### src/rtl/ahb_pkg.sv
// Shared AHB-lite encodings, arbiter FSM states and the transfer alignment check.
package ahb_pkg;

   localparam logic [1:0] IDLE   = 2'b00;
   localparam logic [1:0] BUSY   = 2'b01;
   localparam logic [1:0] NONSEQ = 2'b10;
   localparam logic [1:0] SEQ    = 2'b11;

   localparam logic [2:0] BYTE     = 3'b000;
   localparam logic [2:0] HALFWORD = 3'b001;
   localparam logic [2:0] WORD     = 3'b010;

   typedef enum logic [1:0] {S_IDLE, S_ADDR, S_DATA, S_RESP} state_t;

   // Sizes above WORD are unsupported on a 32-bit bus and report as misaligned.
   function automatic logic is_aligned(input logic [2:0] size, input logic [1:0] addr);
      case (size)
         BYTE:     return 1'b1;
         HALFWORD: return ~addr[0];
         WORD:     return (addr == 2'b00);
         default:  return 1'b0;
      endcase
   endfunction

endpackage

### src/rtl/rr_arbiter.sv
// Combinational round-robin arbiter: first set request after the last winner, wrapping.
module rr_arbiter #(
   parameter int unsigned NUM_REQ = 2,
   parameter int unsigned IDX_W   = 1
) (
   input  logic [NUM_REQ-1:0] req,
   input  logic [IDX_W-1:0]   ptr,
   output logic [NUM_REQ-1:0] grant,
   output logic [IDX_W-1:0]   idx
);

   logic             found;
   logic [IDX_W-1:0] k;

   always_comb begin
      grant = '0;
      idx   = '0;
      found = 1'b0;
      k     = '0;
      for (int unsigned i = 1; i <= NUM_REQ; i++) begin
         k = IDX_W'((32'(ptr) + i) % NUM_REQ);
         if (!found && req[k]) begin
            found    = 1'b1;
            grant[k] = 1'b1;
            idx      = k;
         end
      end
   end

endmodule

### src/rtl/ahb_lite_master_arbiter.sv
// Sole AHB-lite master: grants local requesters round-robin and runs one
// single-beat NONSEQ transfer per grant, returning status to the winner.
module ahb_lite_master_arbiter
   import ahb_pkg::*;
#(
   parameter int unsigned NUM_REQ    = 2,
   parameter int unsigned ADDR_WIDTH = 32,
   parameter int unsigned DATA_WIDTH = 32,
   parameter int unsigned TIMEOUT    = 255
) (
   input  logic                          i_hclk,
   input  logic                          i_hresetn,
   input  logic [NUM_REQ-1:0]            i_req,
   input  logic [NUM_REQ-1:0]            i_req_write,
   input  logic [NUM_REQ*ADDR_WIDTH-1:0] i_req_addr,
   input  logic [NUM_REQ*3-1:0]          i_req_size,
   input  logic [NUM_REQ*DATA_WIDTH-1:0] i_req_wdata,
   output logic [NUM_REQ-1:0]            o_ack,
   output logic                          o_err,
   output logic [DATA_WIDTH-1:0]         o_rdata,
   output logic [$clog2(NUM_REQ)-1:0]    o_owner,
   output logic                          o_timeout,
   output logic [ADDR_WIDTH-1:0]         o_haddr,
   output logic                          o_hwrite,
   output logic [2:0]                    o_hsize,
   output logic [1:0]                    o_htrans,
   output logic [DATA_WIDTH-1:0]         o_hwdata,
   input  logic                          i_hready,
   input  logic                          i_hresp,
   input  logic [DATA_WIDTH-1:0]         i_hrdata
);

   localparam int unsigned IDX_W  = $clog2(NUM_REQ);
   localparam int unsigned WAIT_W = 8;

   // Unpacked views of the per-requester request buses.
   logic [ADDR_WIDTH-1:0] addr_a  [NUM_REQ];
   logic [2:0]            size_a  [NUM_REQ];
   logic [DATA_WIDTH-1:0] wdata_a [NUM_REQ];

   for (genvar g = 0; g < NUM_REQ; g++) begin : g_unpack
      assign addr_a[g]  = i_req_addr[g*ADDR_WIDTH +: ADDR_WIDTH];
      assign size_a[g]  = i_req_size[g*3 +: 3];
      assign wdata_a[g] = i_req_wdata[g*DATA_WIDTH +: DATA_WIDTH];
   end

   logic [NUM_REQ-1:0] gnt;
   logic [IDX_W-1:0]   gnt_idx;

   state_t                state_q, state_d;
   logic [IDX_W-1:0]      ptr_q, ptr_d;
   logic [WAIT_W-1:0]     wait_q, wait_d;
   logic                  err_pend_q, err_pend_d;
   logic                  wr_q, wr_d;
   logic [DATA_WIDTH-1:0] wdata_q, wdata_d;
   logic [DATA_WIDTH-1:0] rcap_q, rcap_d;

   logic [NUM_REQ-1:0]    ack_d;
   logic                  err_d;
   logic [DATA_WIDTH-1:0] rdata_d;
   logic [IDX_W-1:0]      owner_d;
   logic                  timeout_d;
   logic [ADDR_WIDTH-1:0] haddr_d;
   logic                  hwrite_d;
   logic [2:0]            hsize_d;
   logic [1:0]            htrans_d;
   logic [DATA_WIDTH-1:0] hwdata_d;

   rr_arbiter #(
      .NUM_REQ (NUM_REQ),
      .IDX_W   (IDX_W)
   ) u_rr_arbiter (
      .req   (i_req),
      .ptr   (ptr_q),
      .grant (gnt),
      .idx   (gnt_idx)
   );

   // Pointer resets to the last index so requester 0 wins first.
   always_ff @(posedge i_hclk or negedge i_hresetn) begin
      if (!i_hresetn) begin
         state_q    <= S_IDLE;
         ptr_q      <= IDX_W'(NUM_REQ - 1);
         wait_q     <= '0;
         err_pend_q <= 1'b0;
         wr_q       <= 1'b0;
         wdata_q    <= '0;
         rcap_q     <= '0;
         o_ack      <= '0;
         o_err      <= 1'b0;
         o_rdata    <= '0;
         o_owner    <= '0;
         o_timeout  <= 1'b0;
         o_haddr    <= '0;
         o_hwrite   <= 1'b0;
         o_hsize    <= '0;
         o_htrans   <= IDLE;
         o_hwdata   <= '0;
      end else begin
         state_q    <= state_d;
         ptr_q      <= ptr_d;
         wait_q     <= wait_d;
         err_pend_q <= err_pend_d;
         wr_q       <= wr_d;
         wdata_q    <= wdata_d;
         rcap_q     <= rcap_d;
         o_ack      <= ack_d;
         o_err      <= err_d;
         o_rdata    <= rdata_d;
         o_owner    <= owner_d;
         o_timeout  <= timeout_d;
         o_haddr    <= haddr_d;
         o_hwrite   <= hwrite_d;
         o_hsize    <= hsize_d;
         o_htrans   <= htrans_d;
         o_hwdata   <= hwdata_d;
      end
   end

   always_comb begin
      state_d    = state_q;
      ptr_d      = ptr_q;
      wait_d     = wait_q;
      err_pend_d = err_pend_q;
      wr_d       = wr_q;
      wdata_d    = wdata_q;
      rcap_d     = rcap_q;
      ack_d      = '0;
      err_d      = 1'b0;
      rdata_d    = o_rdata;
      owner_d    = o_owner;
      timeout_d  = o_timeout;
      haddr_d    = o_haddr;
      hwrite_d   = o_hwrite;
      hsize_d    = o_hsize;
      htrans_d   = o_htrans;
      hwdata_d   = o_hwdata;

      case (state_q)
         S_IDLE: begin
            if (|gnt) begin
               owner_d = gnt_idx;
               wr_d    = i_req_write[gnt_idx];
               wdata_d = wdata_a[gnt_idx];
               if (!is_aligned(size_a[gnt_idx], addr_a[gnt_idx][1:0])) begin
                  err_pend_d = 1'b1;
                  state_d    = S_RESP;
               end else begin
                  err_pend_d = 1'b0;
                  htrans_d   = NONSEQ;
                  haddr_d    = addr_a[gnt_idx];
                  hwrite_d   = i_req_write[gnt_idx];
                  hsize_d    = size_a[gnt_idx];
                  state_d    = S_ADDR;
               end
            end
         end
         S_ADDR: begin
            if (i_hready) begin
               htrans_d = IDLE;
               if (wr_q) begin
                  hwdata_d = wdata_q;
               end
               wait_d  = '0;
               state_d = S_DATA;
            end
         end
         S_DATA: begin
            // ERROR's first cycle arrives with hready low; the response is taken on the ready edge.
            if (i_hready) begin
               rcap_d     = i_hrdata;
               err_pend_d = i_hresp;
               state_d    = S_RESP;
            end else if (wait_q == WAIT_W'(TIMEOUT - 1)) begin
               timeout_d  = 1'b1;
               err_pend_d = 1'b1;
               state_d    = S_RESP;
            end else begin
               wait_d = wait_q + WAIT_W'(1);
            end
         end
         S_RESP: begin
            ack_d[o_owner] = 1'b1;
            err_d          = err_pend_q;
            rdata_d        = (wr_q || err_pend_q) ? '0 : rcap_q;
            ptr_d          = o_owner;
            state_d        = S_IDLE;
         end
         default: state_d = S_IDLE;
      endcase
   end

endmodule
### config.mk
export PLATFORM = sky130hd
export DESIGN_NAME = ahb_lite_master_arbiter
export DESIGN_NICKNAME = d
export VERILOG_FILES = /design/src/rtl/ahb_pkg.sv /design/src/rtl/rr_arbiter.sv /design/src/rtl/ahb_lite_master_arbiter.sv
export SDC_FILE = /design/constraint.sdc
export NUM_CORES = 1
export LEC_CHECK = 0
export ABC_AREA = 1
export BUFFER_PORTS_ARGS = -buffer_cell sky130_fd_sc_hd__clkbuf_2
export CAP_MARGIN = 20
export CORE_UTILIZATION = 40
export CTS_BUF_LIST = sky130_fd_sc_hd__clkbuf_4 sky130_fd_sc_hd__clkbuf_8
export DETAILED_ROUTE_END_ITERATION = 12
export PLACE_DENSITY = 0.69
export SLEW_MARGIN = 10
export SYNTH_ARGS = -nofsm -noshare
export SYNTH_HDL_FRONTEND = slang
export SYNTH_SLANG_ARGS = --single-unit
### constraint.sdc
create_clock -name i_hclk -period 1.55 [get_ports i_hclk]
set_input_delay 0.31 -clock i_hclk [delete_from_list [all_inputs] [get_ports i_hclk]]
set_output_delay 0.31 -clock i_hclk [all_outputs]
set_load 0.1 [all_outputs]
==> flow_metrics.tcl, run 1 <==
set metrics [dict create \
    numCtsBuffers 17 \
    drv_slew 0 \
    placed_cell_area_sq_mm 0.0102 \
    violations "negative setup slack" \
    cts_root_buffer "clkbuf_8" \
    r2r_slack_ps -170 \
    core-area_sq_mm 0.0197 \
    syn_area_per_cell_sq_um 10.0 \
    cp.required_ps 1950 \
    rsz0062_at_grt "yes" \
    drtIter0Drc 266 \
    dpl.hpwl_mm 14.8 \
    hold_viol 0 \
    grt_usage 0.204 \
    path_clk_slew_ps 100 \
    hold_class "in2reg" \
    start_util 0.412 \
    die_w_um 144 \
    worstSetupPathType "reg2reg" \
    ios 281 \
    diodes 0 \
    netlist_area_sq_mm 0.00809 \
    finalCriticalPeriod_ps 1720 \
    yosys_warnings 0 \
    grt_pass1_wl_mm 32.8 \
    dr.pass1.iters 4 \
    synth_edf_count 0 \
    place_congestion 0.787 \
    fin_nets 1304 \
    numPortBuffers 279 \
    netlist-cell-type-count 32 \
    grt_pass1_vias 6590 \
    synth-seq-cells 183 \
    netlist_instances 807 \
    drc 0 \
    drtAntennaViolNets 0 \
    routed-via-count 6856 \
    rows 51 \
    finalSetupViolCount 50 \
    dieArea_sq_mm 0.0208 \
    cts.sinks 183 \
    most-common-layout-cells "nand2_1 (199), dfrtp_1 (181), clkbuf_2 (172), mux2_2 (94), nand3_1 (76)" \
    syn_to_final_growth_pct 38.7 \
    routed_via_density 4.90 \
    seq_area_frac_synth 0.566 \
    fillers 1781 \
    grt_overflow_total 0 \
    final_util 0.571 \
    cp_max_fo 10 \
    critPathArrivalTime_ps 2120 \
    synthFlopType "dfrtp_1" \
    cts_buffer_depth 2 \
    htree_levels 4 \
    cap_violations 0 \
    drive_gt1_frac 0.466 \
    wl_per_cell_um 15.5 \
    syn-num-nets 988 \
    grt_max_degree 51 \
    end_kind "flop" \
    cts_tree "yes" \
    fin_ws_ps -167 \
    antenna_found_initial 0 \
    final_area_sq_mm 0.0112 \
    die_h_um 144 \
    skew_ps 16.4 \
    fmax_mhz 582 \
    outcome "finished, violations left" \
    async_flop_share 1.00 \
    layout_commonest_cell "nand2_1" \
    fin_crit_sh 1.11 \
    insertion_delay_ps 450 \
    cp-start-kind "flop" \
    finalWirelength_mm 21.8 \
]
metal layers:
metal / track usage / part of all wire / vias to the layer above
met5: 0 / 0 / -
met4: 0.0587 / 0.015 / 0
met3: 0.0669 / 0.077 / 23
met2: 0.339 / 0.48 / 240
met1: 0.253 / 0.43 / 3266
li1: - / - / 3327
worst paths after layout:
path                        startpoint    endpoint  depth (start not counted)
min                        i_hrdata[0]   rcap_q[0]                          2
max in group asynchronous    i_hresetn       ptr_q                          3
max reg2reg                      ptr_q  o_haddr[0]                         12
max                              ptr_q  o_haddr[0]                         12
min reg2reg                  o_timeout   o_timeout                          1
min in group asynchronous    i_hresetn  o_rdata[0]                          2
cell usage after synthesis, types with 2 or more instances:
library cell / n / share of area
clkbuf_1: 19 / 0.0088
o21ai_1: 21 / 0.013
buf_1: 2 / 0.00093
ha_1: 7 / 0.011
nor2_1: 44 / 0.020
dfrtp_1: 182 / 0.56
inv_1: 25 / 0.012
buf_2: 18 / 0.011
a31oi_1: 33 / 0.026
xor2_1: 3 / 0.0032
nand3b_1: 2 / 0.0019
a21oi_1: 5 / 0.0031
nand3_1: 79 / 0.049
nand2_2: 3 / 0.0023
buf_6: 4 / 0.0056
nand3_2: 2 / 0.0025
mux2_2: 94 / 0.13
inv_2: 4 / 0.0019
buf_4: 7 / 0.0065
nand2_1: 218 / 0.10
nand4_1: 2 / 0.0015
o21ai_0: 22 / 0.014
or2_2: 2 / 0.0015
worst max-delay path, stage by stage (launching register included):
cell and delay (ps):
dfstp_2 560, nand2_4 80, nand2_8 100, nand2_1 70
nand2_2 80, nand2_1 50, nand2_1 90, nand3_4 110
nor2_4 190, buf_12 130, buf_16 110, nand2_1 50
nand2_1 60
cell type report:
type,count,area (sq um),area share
clock buffers,18,241,0.0215
clock inverters,13,121,0.0108
inverters,30,125,0.0112
multi-input cells,544,3310,0.295
flip-flops and latches,183,4580,0.408
well taps,265,332,0.0296
repair buffers,347,2510,0.224
kinds of logic after synthesis:
kind of cell,after synthesis,share of synthesized area
flip-flops,183,0.566
adder cells (fa/ha/maj),7,0.0108
buffers and inverters,81,0.0475
AO/OA/AOI/OAI,83,0.0572
AND/OR/NAND/NOR,355,0.183
multiplexers,94,0.131
other,1,0.000464
XOR/XNOR,3,0.00325
stage by stage:
step / setup slack [ps] / instances / hold WS, ps / TNS, ps
final: -167 / 1400 / 78.9 / -5540
after global routing: -252 / 1400 / 26.6 / -11390
after CTS: -172 / 1391 / 37.0 / -5950
after detailed placement: -168 / 1354 / 228 / -5840
after global placement: -112 / 1354 / 230 / -3180
after floorplan: -96.3 / 807 / 14.4 / -1670
flip-flops by register name, indices dropped and copies added, names as in the netlist:
register	flops
o_haddr	32
o_htrans	1
wdata_q	32
o_hwdata	32
wait_q	8
err_pend_q	1
o_err	1
o_rdata	32
wr_q	1
rcap_q	32
o_ack	2
ptr_q	1
o_timeout	1
o_hsize	3
o_hwrite	1
state_q	2
o_owner	1
timing repair:
item | 4_1_cts | 5_1_grt
setup buffers | 4 | 5
hold endpoints to repair | 51 | 0
pin swaps | 1 | 13
gates resized for setup | 101 | 67
hold buffers | 1 | 0
cloned | 1 | 6
endpoints found under the setup margin | 202 | 151
Power of run 1 is left out: the tool's default activity adds up to more than one toggle a clock period on the data nets, which glitch-free logic cannot reach.
==> inputs of run 2 (changes only) <==
- PLACE_DENSITY: 0.69 -> 0.66
- clock period: 1.55 -> 1.7 ns (I/O delays scaled with it)
==> flow_metrics.tcl, run 2 (synthesized netlist as in run 1, its figures left out) <==
set metrics [dict create \
    r2r_slack_ps -110 \
    finalWirelength_mm 22.3 \
    critPathArrivalTime_ps 2170 \
    finalSetupViolCount 39 \
    drc 0 \
    dr.pass1.iters 4 \
    syn_to_final_growth_pct 38.3 \
    start_util 0.412 \
    core-area_sq_mm 0.0197 \
    dpl.hpwl_mm 15.3 \
    worstSetupPathType "reg2reg" \
    layout_commonest_cell "clkbuf_2" \
    grt_overflow_total 0 \
    regArea_sq_mm 0.00458 \
    violations "negative setup slack" \
    fin_nets 1305 \
    htree_levels 4 \
    multi_input_area_sq_mm 0.00342 \
    skew_ps 15.5 \
    rows 51 \
    die_w_um 144 \
    cts_tree "yes" \
    dieArea_sq_mm 0.0208 \
    hold_class "in2reg" \
    grt_pass1_wl_mm 33.7 \
    fin_crit_sh 1.06 \
    cp_max_fo 12 \
    diodes 0 \
    numPortBuffers 279 \
    hold_viol 0 \
    max_slew_margin 0.618 \
    routed_via_density 4.94 \
    grt_pass1_vias 6679 \
    ios 281 \
    numCtsBuffers 17 \
    cts_buffer_depth 2 \
    final_util 0.569 \
    most-common-layout-cells "clkbuf_2 (246), dfrtp_1 (182), nand2_1 (166), mux2_2 (94), nand3_1 (79)" \
    fmax_mhz 553 \
    cap_violations 0 \
    rsz0062_at_grt "yes" \
    hold_ws_ps 94.4 \
    drv_slew 0 \
    insertion_delay_ps 460 \
    wl_per_cell_um 15.9 \
    outcome "finished, violations left" \
    grt_max_degree 51 \
    path_clk_slew_ps 110 \
    fin_ws_ps -107 \
    cts_root_buffer "clkbuf_8" \
    routed-via-count 6914 \
    finalCriticalPeriod_ps 1810 \
    end_kind "flop" \
    antenna_found_initial 0 \
    finalSetupTns_ps -2860 \
    cp-start-kind "flop" \
    cts.sinks 183 \
    tightest_slew_ps 576 \
    drtAntennaViolNets 0 \
    cp.required_ps 2060 \
    grt_usage 0.211 \
    drive_gt1_frac 0.493 \
    fillers 1730 \
    drtIter0Drc 261 \
    place_congestion 0.818 \
    die_h_um 144 \
]
==> run 2: cell types whose count changed in the layout (fill, tap and decap cells not counted), sizes merged <==
cell,change
inv,+1
clkinv,+1
nand2,-1
clkbuf,+4
buf,-3
clkinvlp,-1
==> run 2: through the flow <==
stage          cells  cell area, sq um  setup slack [ps]
5_1_grt         1401             11200              -201
2_1_floorplan    807              8090              19.2
4_1_cts         1394             10800             -42.7
6_report        1401             11200              -107
3_3_place_gp    1348             10100              -123
3_5_place_dp    1348             10100              -182
==> run 2: worst paths after layout <==
kind,startpoint,end,cells after the start
min,i_req_wdata[14],wdata_q[14],3
max reg2reg,ptr_q,o_haddr[21],12
max in group asynchronous,i_hresetn,ptr_q,3
min reg2reg,o_timeout,o_timeout,1
min in group asynchronous,i_hresetn,o_rdata[0],2
max,ptr_q,o_haddr[21],12
==> run 2: layout make-up <==
cell class	instances	area share
clock buffer	17	0.0209
clock inverter	14	0.0141
inverter	30	0.0105
multi-input combinational	543	0.306
sequential	183	0.409
tap	265	0.0296
timing repair buffer	349	0.209
==> run 2: per-layer routing <==
metal	up-vias	GRT usage	share of wire
met5	-	0	0
met4	0	0.0681	0.018
met3	27	0.0474	0.061
met2	227	0.345	0.48
met1	3332	0.276	0.44
li1	3328	-	-
==> run 2: repair_timing <==
item,4_1_cts,5_1_grt
endpoints found under the setup margin,41,94
cloned,2,6
setup buffers,12,1
pin swaps,3,5
resized for setup,43,112
hold endpoints to repair,41,0
hold buffers,1,0
==> run 2: worst max-delay path, stage by stage, from the launching register on <==
cell and delay (ps):
dfstp_2 550, nand2_2 60, nand2_2 80, buf_12 130
nand2_4 40, nand2_2 80, nand2_2 60, nand2_2 70
nand3_4 100, buf_6 150, buf_6 150, o21ai_1 170
nand2_2 70
Power of run 2 is left out for the same reason.
==> inputs of run 3 (changes only) <==
- CORE_UTILIZATION: 40 -> 52
- PLACE_DENSITY: 0.66 -> 0.83
==> flow_metrics.tcl, run 3 (synthesized netlist as in run 1, its figures left out) <==
set metrics [dict create \
    outcome "finished, violations left" \
    violations "negative setup slack" \
    layout_commonest_cell "clkbuf_2" \
    start_util 0.532 \
    cp_num_cells 12 \
    finalSetupViolCount 23 \
    cts_root_buffer "clkbuf_8" \
    critPathMaxStageDelay_ps 560 \
    syn_to_final_growth_pct 31.7 \
    place_congestion 0.877 \
    htree_levels 4 \
    diodes 0 \
    cts_buffer_depth 2 \
    cts.sinks 183 \
    rows 45 \
    tightest_slew_ps 606 \
    fmax_mhz 568 \
    fin_crit_sh 1.04 \
    cp_max_fo 9 \
    numCtsBuffers 17 \
    grt_max_degree 45 \
    finalWirelength_mm 21.3 \
    die_h_um 127 \
    worstSetupPathType "reg2reg" \
    core-area_sq_mm 0.0152 \
    numPortBuffers 279 \
    dr.pass1.iters 5 \
    critical-path-top-delay-family "simple AND/OR/NAND/NOR gates" \
    drtIter0Drc 443 \
    finalCriticalPeriod_ps 1760 \
    wl_per_cell_um 16.2 \
    routed_via_density 5.33 \
    hold_class "in2reg" \
    grt_pass1_wl_mm 32.9 \
    cp_num_buf_inv 3 \
    crit_slowest_cell "dfstp_2" \
    grt_usage 0.266 \
    routed-via-count 6997 \
    min_delay_path_depth 2 \
    grt_overflow_total 0 \
    cts_tree "yes" \
    path_common_cell "nand2_2" \
    dpl.hpwl_mm 15.0 \
    insertion_delay_ps 440 \
    end_kind "flop" \
    rsz0062_at_grt "yes" \
    die_w_um 127 \
    final_area_sq_mm 0.0107 \
    dieArea_sq_mm 0.0161 \
    drtAntennaViolNets 0 \
    cp_cell_sequence "nand2_4 -> buf_4 -> nand3_2 -> nand2_2 -> nand2_2 -> nand2_2 -> nand3_4 -> nor2_4 -> buf_6 -> buf_12 -> nand2_1 -> nand2_1" \
    fin_ws_ps -60.4 \
    path_clk_slew_ps 100 \
    skew_ps 11.6 \
    critPathArrivalTime_ps 2100 \
    drive_gt1_frac 0.455 \
    placed_cell_area_sq_mm 0.00992 \
    r2r_cells 12 \
    cp-start-kind "flop" \
    cap_violations 0 \
    drv_slew 0 \
    ios 281 \
    max_slew_margin 0.598 \
    hold_viol 0 \
    fin_nets 1292 \
    grt_pass1_vias 6689 \
    drc 0 \
    antenna_found_initial 0 \
    most-common-layout-cells "clkbuf_2 (272), nand2_1 (192), dfrtp_1 (182), mux2_2 (94), nand3_1 (79)" \
    cp.required_ps 2040 \
]
## run 3: changes by cell type in the layout (fill, tap and decap cells not counted), sizes merged
cell / delta
buf: -31
inv: +3
clkbuf: +19
clkinvlp: -3
## run 3: final cells by class
class / count / area (sq um)
clock buffers: 18 / 248
clock inverters: 14 / 155
fillers: 1115 / 4550
inverters: 30 / 120
multi-input cells: 543 / 3270
flip-flops and latches: 183 / 4580
well taps: 188 / 235
repair buffers: 336 / 2050
## run 3: per-stage QoR
step	setup slack (ps)	cells	hold WS, ps	util	setup TNS, ps
finish	-60.4	1312	115	0.701	-750
CTS	-30.4	1306	86.3	0.690	-335
global route	-146	1312	78.0	0.701	-3840
detailed placement	-161	1268	317	0.653	-3560
global placement	5.15	1268	311	0.653	0
floorplan	19.2	807	44.4	-	0
## run 3: layer usage
| metal | vias to the layer above | track usage | routed length [um] |
|---|---|---|---|
| li1 | 3307 | - | - |
| met1 | 3350 | 0.328 | 8630 |
| met2 | 297 | 0.451 | 10700 |
| met3 | 43 | 0.0565 | 1240 |
| met4 | 0 | 0.123 | 749 |
| met5 | - | 0 | 0 |
## run 3: worst reg2reg max path: stages, from the launching register on
cell and delay [ps]:
dfstp_2 560, nand2_4 90, buf_4 160, nand3_2 60, nand2_2 60, nand2_2 70
nand2_2 70, nand3_4 130, nor2_4 60, buf_6 130, buf_12 130, nand2_1 70
nand2_1 60
## run 3: worst paths after layout
path                       slack (ps)          from      endpoint
min in group asynchronous         400     i_hresetn    rcap_q[27]
max reg2reg                       -60         ptr_q   o_haddr[18]
max                               -60         ptr_q   o_haddr[18]
min                               120  i_hrdata[17]    rcap_q[17]
max in group asynchronous         740     i_hresetn  o_hwdata[16]
min reg2reg                       480   o_haddr[12]   o_haddr[12]
## run 3: timing repair
item	in CTS	in global routing
setup buffers	5	5
resized for setup	35	35
hold endpoints to repair	38	0
hold buffers	1	0
setup endpoints to repair	47	72
pin swaps	4	6
gates cloned	1	1
Power of run 3 is left out for the same reason.
